### src/rtl/burst_bus_pkg.sv
// Shared types and widths for the burst bus master and its read-latency pipe.
package burst_bus_pkg;
   localparam int ADDR_W = 8;
   localparam int DATA_W = 16;

   typedef enum logic [1:0] {IDLE, WR, RD_ISSUE, RD_DRAIN} state_t;

   typedef struct packed {
      logic valid;
      logic last;
   } rd_tag_t;
endpackage

### src/rtl/rd_lat_pipe.sv
// RD_LAT-deep shift register of read tags, aligned so the tail lines up with slave data_out.
// Empty flag reports that no issued read is still waiting for its data.
module rd_lat_pipe
   import burst_bus_pkg::*;
#(
   parameter int RD_LAT = 1
) (
   input  logic    i_clk,
   input  logic    i_rst_n,
   input  rd_tag_t i_tag,
   output rd_tag_t o_tag,
   output logic    o_empty
);
   rd_tag_t r_stage [RD_LAT];
   logic    w_any;

   always_ff @(posedge i_clk) begin
      if (!i_rst_n) begin
         for (int i = 0; i < RD_LAT; i++) r_stage[i] <= '0;
      end else begin
         r_stage[0] <= i_tag;
         for (int i = 1; i < RD_LAT; i++) r_stage[i] <= r_stage[i-1];
      end
   end

   always_comb begin
      w_any = 1'b0;
      for (int i = 0; i < RD_LAT; i++) w_any = w_any | r_stage[i].valid;
   end

   assign o_tag   = r_stage[RD_LAT-1];
   assign o_empty = !w_any;
endmodule

### src/rtl/burst_bus_master.sv
// Splits burst commands into single-beat accesses on the 256x16 bus; read data returns RD_LAT+1
// cycles after each address. Commands stall (cmd_ready=0) while a burst is active; rd stream has no backpressure.
module burst_bus_master
   import burst_bus_pkg::*;
#(
   parameter int RD_LAT    = 1,
   parameter int MAX_LEN_W = 4
) (
   input  logic                 clk,
   input  logic                 rst_n,
   input  logic                 cmd_valid,
   output logic                 cmd_ready,
   input  logic                 cmd_write,
   input  logic [ADDR_W-1:0]    cmd_addr,
   input  logic [MAX_LEN_W-1:0] cmd_len,
   input  logic                 wr_valid,
   output logic                 wr_ready,
   input  logic [DATA_W-1:0]    wr_data,
   output logic                 rd_valid,
   output logic [DATA_W-1:0]    rd_data,
   output logic                 rd_last,
   output logic                 busy,
   output logic                 write,
   output logic [ADDR_W-1:0]    address,
   output logic [DATA_W-1:0]    data_in,
   input  logic [DATA_W-1:0]    data_out
);
   localparam logic [MAX_LEN_W-1:0] CNT_ONE = {{(MAX_LEN_W-1){1'b0}}, 1'b1};

   state_t                r_state;
   state_t                w_next;
   logic [ADDR_W-1:0]     r_ptr;
   logic [MAX_LEN_W-1:0]  r_cnt;
   logic                  r_write;
   logic [ADDR_W-1:0]     r_address;
   logic [DATA_W-1:0]     r_data_in;
   rd_tag_t               r_tag;
   logic                  r_rd_valid;
   logic [DATA_W-1:0]     r_rd_data;
   logic                  r_rd_last;
   rd_tag_t               w_tail;
   logic                  w_pipe_empty;
   logic                  w_cmd_acc;
   logic                  w_wr_acc;

   assign cmd_ready = (r_state == IDLE) && rst_n;
   assign wr_ready  = (r_state == WR);
   assign busy      = (r_state != IDLE);
   assign w_cmd_acc = cmd_valid && cmd_ready;
   assign w_wr_acc  = wr_valid && wr_ready;

   assign write    = r_write;
   assign address  = r_address;
   assign data_in  = r_data_in;
   assign rd_valid = r_rd_valid;
   assign rd_data  = r_rd_data;
   assign rd_last  = r_rd_last;

   // r_tag is registered alongside r_address, so the pipe tail meets data_out RD_LAT cycles later.
   rd_lat_pipe #(.RD_LAT(RD_LAT)) u_pipe (
      .i_clk   (clk),
      .i_rst_n (rst_n),
      .i_tag   (r_tag),
      .o_tag   (w_tail),
      .o_empty (w_pipe_empty)
   );

   always_comb begin
      w_next = r_state;
      case (r_state)
         IDLE:     if (w_cmd_acc) w_next = cmd_write ? WR : RD_ISSUE;
         WR:       if (w_wr_acc && (r_cnt == '0)) w_next = IDLE;
         RD_ISSUE: if (r_cnt == '0) w_next = RD_DRAIN;
         RD_DRAIN: if (!r_tag.valid && w_pipe_empty) w_next = IDLE;
         default:  w_next = IDLE;
      endcase
   end

   always_ff @(posedge clk) begin
      if (!rst_n) begin
         r_state    <= IDLE;
         r_ptr      <= '0;
         r_cnt      <= '0;
         r_write    <= 1'b0;
         r_address  <= '0;
         r_data_in  <= '0;
         r_tag      <= '0;
         r_rd_valid <= 1'b0;
         r_rd_data  <= '0;
         r_rd_last  <= 1'b0;
      end else begin
         r_state <= w_next;
         r_write <= 1'b0;
         r_tag   <= '0;
         case (r_state)
            IDLE: begin
               if (w_cmd_acc) begin
                  r_ptr <= cmd_addr;
                  r_cnt <= cmd_len;
               end
            end
            WR: begin
               if (w_wr_acc) begin
                  r_write   <= 1'b1;
                  r_address <= r_ptr;
                  r_data_in <= wr_data;
                  r_ptr     <= r_ptr + 8'd1;
                  r_cnt     <= r_cnt - CNT_ONE;
               end
            end
            RD_ISSUE: begin
               r_address <= r_ptr;
               r_tag     <= '{valid: 1'b1, last: (r_cnt == '0)};
               r_ptr     <= r_ptr + 8'd1;
               r_cnt     <= r_cnt - CNT_ONE;
            end
            default: ;
         endcase
         r_rd_valid <= w_tail.valid;
         r_rd_last  <= w_tail.valid && w_tail.last;
         if (w_tail.valid) r_rd_data <= data_out;
      end
   end
endmodule

### config.mk
export PLATFORM = sky130hd
export DESIGN_NAME = burst_bus_master
export DESIGN_NICKNAME = d
export VERILOG_FILES = /design/src/rtl/burst_bus_pkg.sv /design/src/rtl/rd_lat_pipe.sv /design/src/rtl/burst_bus_master.sv
export SDC_FILE = /design/constraint.sdc
export NUM_CORES = 1
export LEC_CHECK = 0
export ABC_AREA = 1
export CELL_PAD_IN_SITES_DETAIL_PLACEMENT = 0
export CELL_PAD_IN_SITES_GLOBAL_PLACEMENT = 1
export CORE_MARGIN = 5
export CORE_UTILIZATION = 34
export CTS_BUF_LIST = sky130_fd_sc_hd__clkbuf_8
export CTS_CLUSTER_SIZE = 12
export DETAILED_ROUTE_END_ITERATION = 16
export GPL_TIMING_DRIVEN = 0
export PLACE_DENSITY_LB_ADDON = 0.05
export SLEW_MARGIN = 20
export SYNTH_ARGS = -nofsm -noshare
export SYNTH_HDL_FRONTEND = slang
export SYNTH_SLANG_ARGS = --single-unit
### constraint.sdc
create_clock -name clk -period 2.45 [get_ports clk]
set_input_delay 0.49 -clock clk [delete_from_list [all_inputs] [get_ports clk]]
set_output_delay 0.49 -clock clk [all_outputs]
set_load 0.02 [all_outputs]
# Word-level counts from Yosys, hierarchy flattened
# Memory sizes are Yosys's and may differ from the RTL's.
# Cells that the tools add are included.
# op_classes
addsub,2
eq_ne,8
n_mux,20
n_reduce_logical,20
# ops
cell,count
$mux W8,3
$pmux W8 S3,1
$pmux W8 S2,1
$mux W2,7
$pmux W4 S3,1
$add A8 B1 Y8 const B,1
$mux W4,2
$pmux W2 S4,1
$reduce_and A2 Y1,4
$logic_and A1 B1 Y1,6
$ne A2 B2 Y1 const B,3
$eq A2 B2 Y1 const B,2
$logic_not A4 Y1,1
$mux W1,4
$ne A2 B1 Y1 const B,2
$reduce_and A4 Y1,1
$reduce_bool A2 Y1,2
$sub A4 B1 Y4 const B,1
$reduce_and A3 Y1,1
$reduce_bool A3 Y1,1
$eq A2 B1 Y1 const B,1
$logic_not A1 Y1,2
$logic_not A2 Y1,1
$reduce_or A2 Y1,1
# word_totals
regBits,59
mem_bits_rw,2
in_bits,49
wordCells,62
memories,1
# mem_list
name,words,width,read_ports,rd_ports_with_merged_regs,wr,line,source
u_pipe.r_stage,1,2,1,0,1,rd_lat_pipe.sv:14,rd_tag_t r_stage [RD_LAT];

# Depth between registers and ports, before layout
# Gate-level depths: netlist of the first run.
# logic_depth
ltp_word,5
mapped_depth,10
depth_no_buf,9

# Cells and area by module
# From an unflattened synthesis of the first run, not the netlist that was laid out.
# unflattened
hier_cells,348
hier_area_um2,2558.7
# modules_own_cells
module,instances,cells_per_inst,area_each_um2,seq_area_each_um2
burst_bus_master,1,340,2492.4,1181.1
rd_lat_pipe,1,8,66.3,40.0

# Worst setup path after synthesis of the first run
# OpenSTA, ideal clock, no wires.
# synth_timing
kind,in2out
start,in rst_n
end,out cmd_ready
arrival_time_ns,1.002
required_time_ns,1.960
setup_slack_ns,0.958
stages,4
n_path_buf,2
cell_sequence,buf_2 buf_2 nand2_1 inv_1
# synth_between
elab_chain_len,1
# synth_rtl
item,line,source
start: declaration,burst_bus_master.sv:10,"input logic rst_n,"
$logic_and A1 B1 Y1,burst_bus_master.sv:46,assign cmd_ready = (r_state == IDLE) && rst_n;
end: declaration,burst_bus_master.sv:12,"output logic cmd_ready,"
# No other way between the ends.

# Worst setup path in the final report of the first run
# layout_timing
start,reg r_state[1]
end,out wr_ready
# layout_between
elab_chain_len,1
# layout_rtl
item,line,source
start: declaration,burst_bus_master.sv:30,state_t r_state;
start signal: assignment,burst_bus_master.sv:92,r_state <= w_next;
$eq A2 B1 Y1,burst_bus_master.sv:47,assign wr_ready = (r_state == WR);
end: declaration,burst_bus_master.sv:17,"output logic wr_ready,"
# No other way between the ends.

==> impl_metrics.py, run 1 <==
metrics = {
    "global_routing": {
        "overflow": 0,
        "grt_pass1_vias": 2450,
        "grt_max_degree": 20,
        "grt_use_met2": 0.262,
        "grt_util_met3": 0.0430,
        "grt_pass1_wl_um": 11400,
        "antenna_found_initial": 0,
        "met1_usage": 0.197,
        "busiest_layer": "met2",
        "grt.total_usage": 0.160,
    },
    "clock_tree": {
        "cts_tree": "done",
        "cts_buffers": 9,
        "cts.path.max_buffers": 2,
        "clk-insertion-delay-late_ns": 0.34,
        "path_clk_slew_ns": 0.07,
        "postCtsSetupRepairBufs": 0,
        "root_buffer": "clkbuf_8",
        "holdBufCountCts": 0,
        "ctsHtreeMaxLevel": 3,
        "cts.sink_count": 61,
    },
    "timing": {
        "worst_slew_pin_slew_ns": 0.503,
        "whs_ns": 0.412,
        "max_freq_mhz": 445,
        "relSlewSlack": 0.665,
        "hold_viol_final": 0,
        "finClkSkew_ns": 0.00557,
        "maxSlewViolCount": 0,
        "rsz0062_at_grt": "false",
        "min_period_ns": 2.25,
        "post-route-period-util": 0.918,
        "finalSetupViolCount": 0,
        "setup_slack_ns": 0.201,
        "timing.setup.tns_ns": 0,
    },
    "finish": {
        "final_cell_mix": "94 x nor2_1, 93 x clkdlybuf4s50_1, 61 x dfxtp_1",
        "fin_nets": 503,
        "layout_commonest_cell": "nor2_1",
        "fillCellCount": 741,
        "area_growth_pct": 51.8,
        "drive_above_1_share": 0.0687,
        "diodes": 0,
    },
    "yosys": {
        "synth_compound_area_frac": 0.155,
        "synth_area_leaders": "dfxtp_1 49%, nor2_1 14%, o21ai_0 11%, nand2_1 6.0%, inv_1 4.0%",
        "synth_nets": 399,
        "synth_top_area_share": 0.485,
        "ys_types": 23,
        "muxShareOfSynthArea": 0.00398,
        "synth_largest_area_cell": "dfxtp_1",
        "synthCells": 342,
        "seq_area_frac_synth": 0.485,
        "synth_warnings": 0,
        "synthAdderAreaFrac": 0.0398,
        "synth_area_mm2": 0.00252,
        "synth_top_family_by_area": "simple AND/OR/NAND/NOR gates",
        "synth-simple-area-share": 0.237,
        "synth_area_per_cell_um2": 7.36,
        "synth-xor-area-share": 0.00348,
        "synth_seq_cells": 61,
    },
    "worst_setup_path": {
        "max_stage_delay_ns": 0.65,
        "startpoint_type": "flip-flop",
        "path_max_fanout": 5,
        "crit_type": "flip-flop to output port",
        "cp-end-kind": "output port",
        "regToRegStartpoint": "r_state[0]$_SDFFE_PN0P_",
        "critPathLaunch": "r_state[1]$_SDFFE_PN0P_",
        "cp_cell_sequence": "inv_1 > ha_1 > clkdlybuf4s50_1",
        "cp_slowest_cell": "clkdlybuf4s50_1",
        "worstPathRequired_ns": 1.96,
        "critPathArrivalTime_ns": 1.76,
    },
    "die": {
        "core_mm2": 0.00721,
        "start_util": 0.349,
        "die_h_um": 96.0,
        "fp.dieW_um": 96.0,
        "ios": 95,
        "rows": 31,
        "die_area_mm2": 0.00922,
    },
    "route": {
        "drt_iter0_drc": 105,
        "vias": 2470,
        "via_per_inst": 4.49,
        "drc": 0,
        "wirelength_um": 6900,
        "first_pass_iters": 4,
        "wl_per_cell_um": 12.5,
        "antenna_left": 0,
    },
    "placement": {
        "gp_congestion": 0.815,
        "place_ws_ns": -0.292,
        "hpwl_um": 5140,
        "io_buffers": 94,
    },
    "min_path": {
        "hold_class": "flip-flop to flip-flop",
        "min_from": "r_tag[0]$_SDFF_PN0_",
    },
    "run_status": {
        "status": "finished, final reports clean",
    },
    "pwr": {
        "powerDensity_mw_per_mm2": 1120,
        "peakVddDrop_uv": 651,
        "leakage_nw": 1.62,
    },
    "job": {
        "maxCapViolCount": 0,
    },
}
[cells in the mapped netlist]
library cell,count
buf_2,6
o21ai_2,1
nand4_1,1
inv_1,27
nand3_1,10
o21ai_0,57
buf_6,1
buf_4,3
o21ai_1,2
a21oi_1,15
nor2_1,94
dfxtp_1,61
nand2_2,3
inv_2,1
and2_1,1
clkbuf_1,6
nor2_2,1
xor2_1,1
or2_2,1
nand2_1,40
ha_1,8
mux2i_1,1
o211a_1,1
[layout make-up]
class,instances,area [um^2],area share
flip-flops and latches,61,1220,0.320
plain buffers,15,87.6,0.0229
inverters,28,105,0.0275
multi-input cells,237,1100,0.289
repair buffers,94,940,0.246
well taps,99,124,0.0324
clock inverters,7,115,0.0301
clock buffers,9,124,0.0324
[worst paths after layout]
kind                                endpoint  slack, ns  cells past startpoint
max                                 wr_ready       0.20                      3
min          u_pipe.r_stage[0][0]$_SDFF_PN0_       0.41                      2
max reg2reg            r_cnt[0]$_SDFFE_PN0P_       0.75                      7
min reg2reg  u_pipe.r_stage[0][0]$_SDFF_PN0_       0.41                      2
[report_power, final]
group | total (mW) | switching [mW] | internal, mW
clock network | 1.08 | 0.409 | 0.672
logic | 1.82 | 1.05 | 0.772
registers | 1.39 | 0.148 | 1.24
[worst max-delay path, delay by kind of cell, from the launching register on]
kind                     cells  cell delay [ns]
buffers and inverters        2             0.78
adder cells (fa/ha/maj)      1             0.30
flip-flops                   1             0.34
[state kept, by name, indices dropped and copies added (netlist names)]
name,cells
r_state,2
rd_data,16
address,8
rd_valid,1
write,1
r_cnt,4
rd_last,1
u_pipe.r_stage,2
r_ptr,8
r_tag,2
data_in,16
[through the flow]
step	power [mW]	utilization	area [um^2]	std cells
after floorplan	2.58	-	2520	342
after global placement	3.23	0.497	3580	535
after detailed placement	3.25	0.497	3580	535
after CTS	4.35	0.530	3820	550
after global routing	4.67	0.530	3820	550
final	4.29	0.530	3820	550
[repair_timing]
action,CTS,global route
resized for setup,3,0
endpoints found under the setup margin,1,0
endpoints found under the hold margin,0,0
[logic make-up after synthesis]
logic type,Yosys count
AOI/OAI and AO/OA,76
xor gates and xnor gates,1
adders and majority gates,8
buffers and inverters,44
DFF,61
muxes,1
and+or+nand+nor,151
[metal layers]
layer | wire, um | up-vias
met4 | 95 | 0
met1 | 3090 | 1091
met5 | 0 | -
met2 | 3210 | 72
met3 | 506 | 11
li1 | - | 1296
No activity file was read; power rests on OpenSTA's default activity.
==> run 2: changes to the inputs <==
--- a/config.mk
+++ b/config.mk
@@ -14,7 +14,7 @@
 export CTS_CLUSTER_SIZE = 12
 export DETAILED_ROUTE_END_ITERATION = 16
 export GPL_TIMING_DRIVEN = 0
-export PLACE_DENSITY_LB_ADDON = 0.05
+export PLACE_DENSITY_LB_ADDON = 0.1
 export SLEW_MARGIN = 20
 export SYNTH_ARGS = -nofsm -noshare
 export SYNTH_HDL_FRONTEND = slang
==> constraint.sdc (replaced) <==
create_clock -name clk -period 2.45 [get_ports clk]
set_input_delay 0.3675 -clock clk [delete_from_list [all_inputs] [get_ports clk]]
set_output_delay 0.3675 -clock clk [all_outputs]
set_load 0.02 [all_outputs]
==> run 2 against run 1 <==
- register-to-register slack hardly changed
- clock-buffer cell count is 2 higher
- final cell count is 0.18% lower
- critical endpoint is now cmd_ready
==> impl_metrics.py, run 2 (synthesis results as in run 1) <==
metrics = {
    "run_status": {
        "status": "finished, final reports clean",
    },
    "global_routing": {
        "grt_pass1_wl_um": 11100,
        "grt.total_usage": 0.155,
        "overflow": 0,
        "grt_pass1_vias": 2429,
        "antenna_found_initial": 0,
        "grt_max_degree": 20,
    },
    "worst_setup_path": {
        "path_common_cell": "clkdlybuf4s50_1",
        "critPathLaunch": "rst_n",
        "cp_slowest_cell": "clkdlybuf4s50_1",
        "critPathArrivalTime_ns": 1.95,
        "regToRegStartpoint": "r_state[0]$_SDFFE_PN0P_",
        "max_stage_delay_ns": 0.59,
        "cp_top_family": "buffers and inverters",
        "cp-end-kind": "output port",
        "path_max_fanout": 19,
        "worstPathRequired_ns": 2.08,
        "cp_num_buf_inv": 4,
        "crit_type": "input pin to output port",
        "startpoint_type": "input pin",
        "cp_cell_sequence": "clkdlybuf4s50_1 > buf_2 > nand2_1 > inv_1 > clkdlybuf4s50_1",
    },
    "route": {
        "wl_per_cell_um": 12.5,
        "drt_iter0_drc": 101,
        "wirelength_um": 6870,
        "first_pass_iters": 4,
        "vias": 2501,
        "via_per_inst": 4.56,
        "drc": 0,
        "antenna_left": 0,
    },
    "pwr": {
        "total_power_mw": 4.12,
        "peakVddDrop_uv": 527,
        "switching_share": 0.386,
        "leakage_nw": 1.59,
        "power_switching_mw": 1.59,
        "powerDensity_mw_per_mm2": 1090,
        "p_int_mw": 2.53,
        "clock_power_share": 0.220,
        "power_frac_comb": 0.443,
        "sequentialPowerShare": 0.337,
    },
    "timing": {
        "worst_slew_pin_slew_ns": 0.475,
        "relSlewSlack": 0.684,
        "finalSetupViolCount": 0,
        "rsz0062_at_grt": "false",
        "min_period_ns": 2.32,
        "finClkSkew_ns": 0.0113,
        "hold_viol_final": 0,
        "max_freq_mhz": 431,
        "post-route-period-util": 0.947,
        "maxSlewViolCount": 0,
    },
    "job": {
        "maxCapViolCount": 0,
    },
    "finish": {
        "multi_input_area_mm2": 0.00110,
        "diodes": 0,
        "fin_nets": 503,
        "fin_area_mm2": 0.00378,
        "drive_above_1_share": 0.0689,
        "final_cell_mix": "94 x nor2_1, 94 x clkdlybuf4s50_1, 61 x dfxtp_1",
        "fillCellCount": 736,
        "seq_area_mm2": 0.00122,
        "final_core_util": 0.523,
        "area_growth_pct": 50.0,
        "finalNonFillerCells": 549,
    },
    "min_path": {
        "hold_class": "flip-flop to flip-flop",
        "min_from": "u_pipe.r_stage[0][0]$_SDFF_PN0_",
    },
    "placement": {
        "gp_congestion": 0.830,
        "hpwl_um": 5240,
        "io_buffers": 94,
        "place_area_mm2": 0.00358,
        "dp.cells": 535,
    },
    "die": {
        "die_area_mm2": 0.00922,
        "ios": 95,
        "rows": 31,
        "start_util": 0.349,
        "die_h_um": 96.0,
        "fp.dieW_um": 96.0,
        "core_mm2": 0.00721,
    },
    "clock_tree": {
        "ctsHtreeMaxLevel": 3,
        "clk-insertion-delay-late_ns": 0.33,
        "cts.path.max_buffers": 2,
        "cts_tree": "done",
        "path_clk_slew_ns": 0.06,
        "postCtsSetupRepairBufs": 0,
        "cts_buffers": 9,
        "root_buffer": "clkbuf_8",
        "cts.sink_count": 61,
    },
}
[run 2: cell types whose count changed in the layout (fill, tap and decap cells not counted), sizes merged]
cell,delta
clkdlybuf4s50,+1
dlygate4sd2,-1
inv,-1
clkbuf,+2
bufinv,-2
[run 2: timing repair]
| action | in CTS | in global routing |
|---|---|---|
| hold buffers | 0 | 0 |
| setup endpoints to repair | 1 | 0 |
| resized for setup | 0 | 0 |
[run 2: per-stage QoR]
step	worst slack [ns]	hold slack [ns]	setup TNS, ns
2_1_floorplan	0.982	0.390	0
3_3_place_gp	-0.0306	0.396	-0.0306
3_5_place_dp	-0.00994	0.396	-0.00994
4_1_cts	0.0995	0.408	0
5_1_grt	0.0459	0.426	0
6_report	0.129	0.403	0
[run 2: area by class of cell]
type,count,area share
Clock inverter,4,0.0126
Sequential cell,61,0.323
Inverter,28,0.0278
Timing Repair Buffer,94,0.249
Clock buffer,11,0.0401
Multi-Input combinational cell,237,0.293
Buffer,15,0.0215
Tap cell,99,0.0328
[run 2: final timing paths]
path / depth (start not counted) / to / slack (ns)
worst max register to register: 7 / r_cnt[1]$_SDFFE_PN0P_ / 0.76
worst max-delay path: 5 / cmd_ready / 0.13
worst min register to register: 2 / rd_last$_SDFF_PN0_ / 0.40
worst min-delay path: 2 / rd_last$_SDFF_PN0_ / 0.40
[run 2: metal layers]
layer	share of wire	wire length (um)	track usage
met4	0.0073	50	0.0474
met1	0.46	3180	0.189
met3	0.059	404	0.0461
met5	0	0	0
met2	0.47	3230	0.263
[run 2: worst reg2reg max path: stages, from the launching register on]
cell	delay [ns]
dfxtp_1	0.39
inv_1	0.12
ha_1	0.32
inv_1	0.18
buf_2	0.26
o21ai_0	0.10
o21ai_0	0.17
a21oi_1	0.06
[run 2: power by group through the flow]
stage / Combinational [mW] / Sequential, mW / Clock, mW
CTS: 1.85 / 1.39 / 0.935
finish: 1.83 / 1.39 / 0.907
global route: 2.08 / 1.42 / 0.977
detailed placement: 1.84 / 1.41 / 0
global placement: 1.82 / 1.40 / 0
floorplan: 1.04 / 1.54 / 0
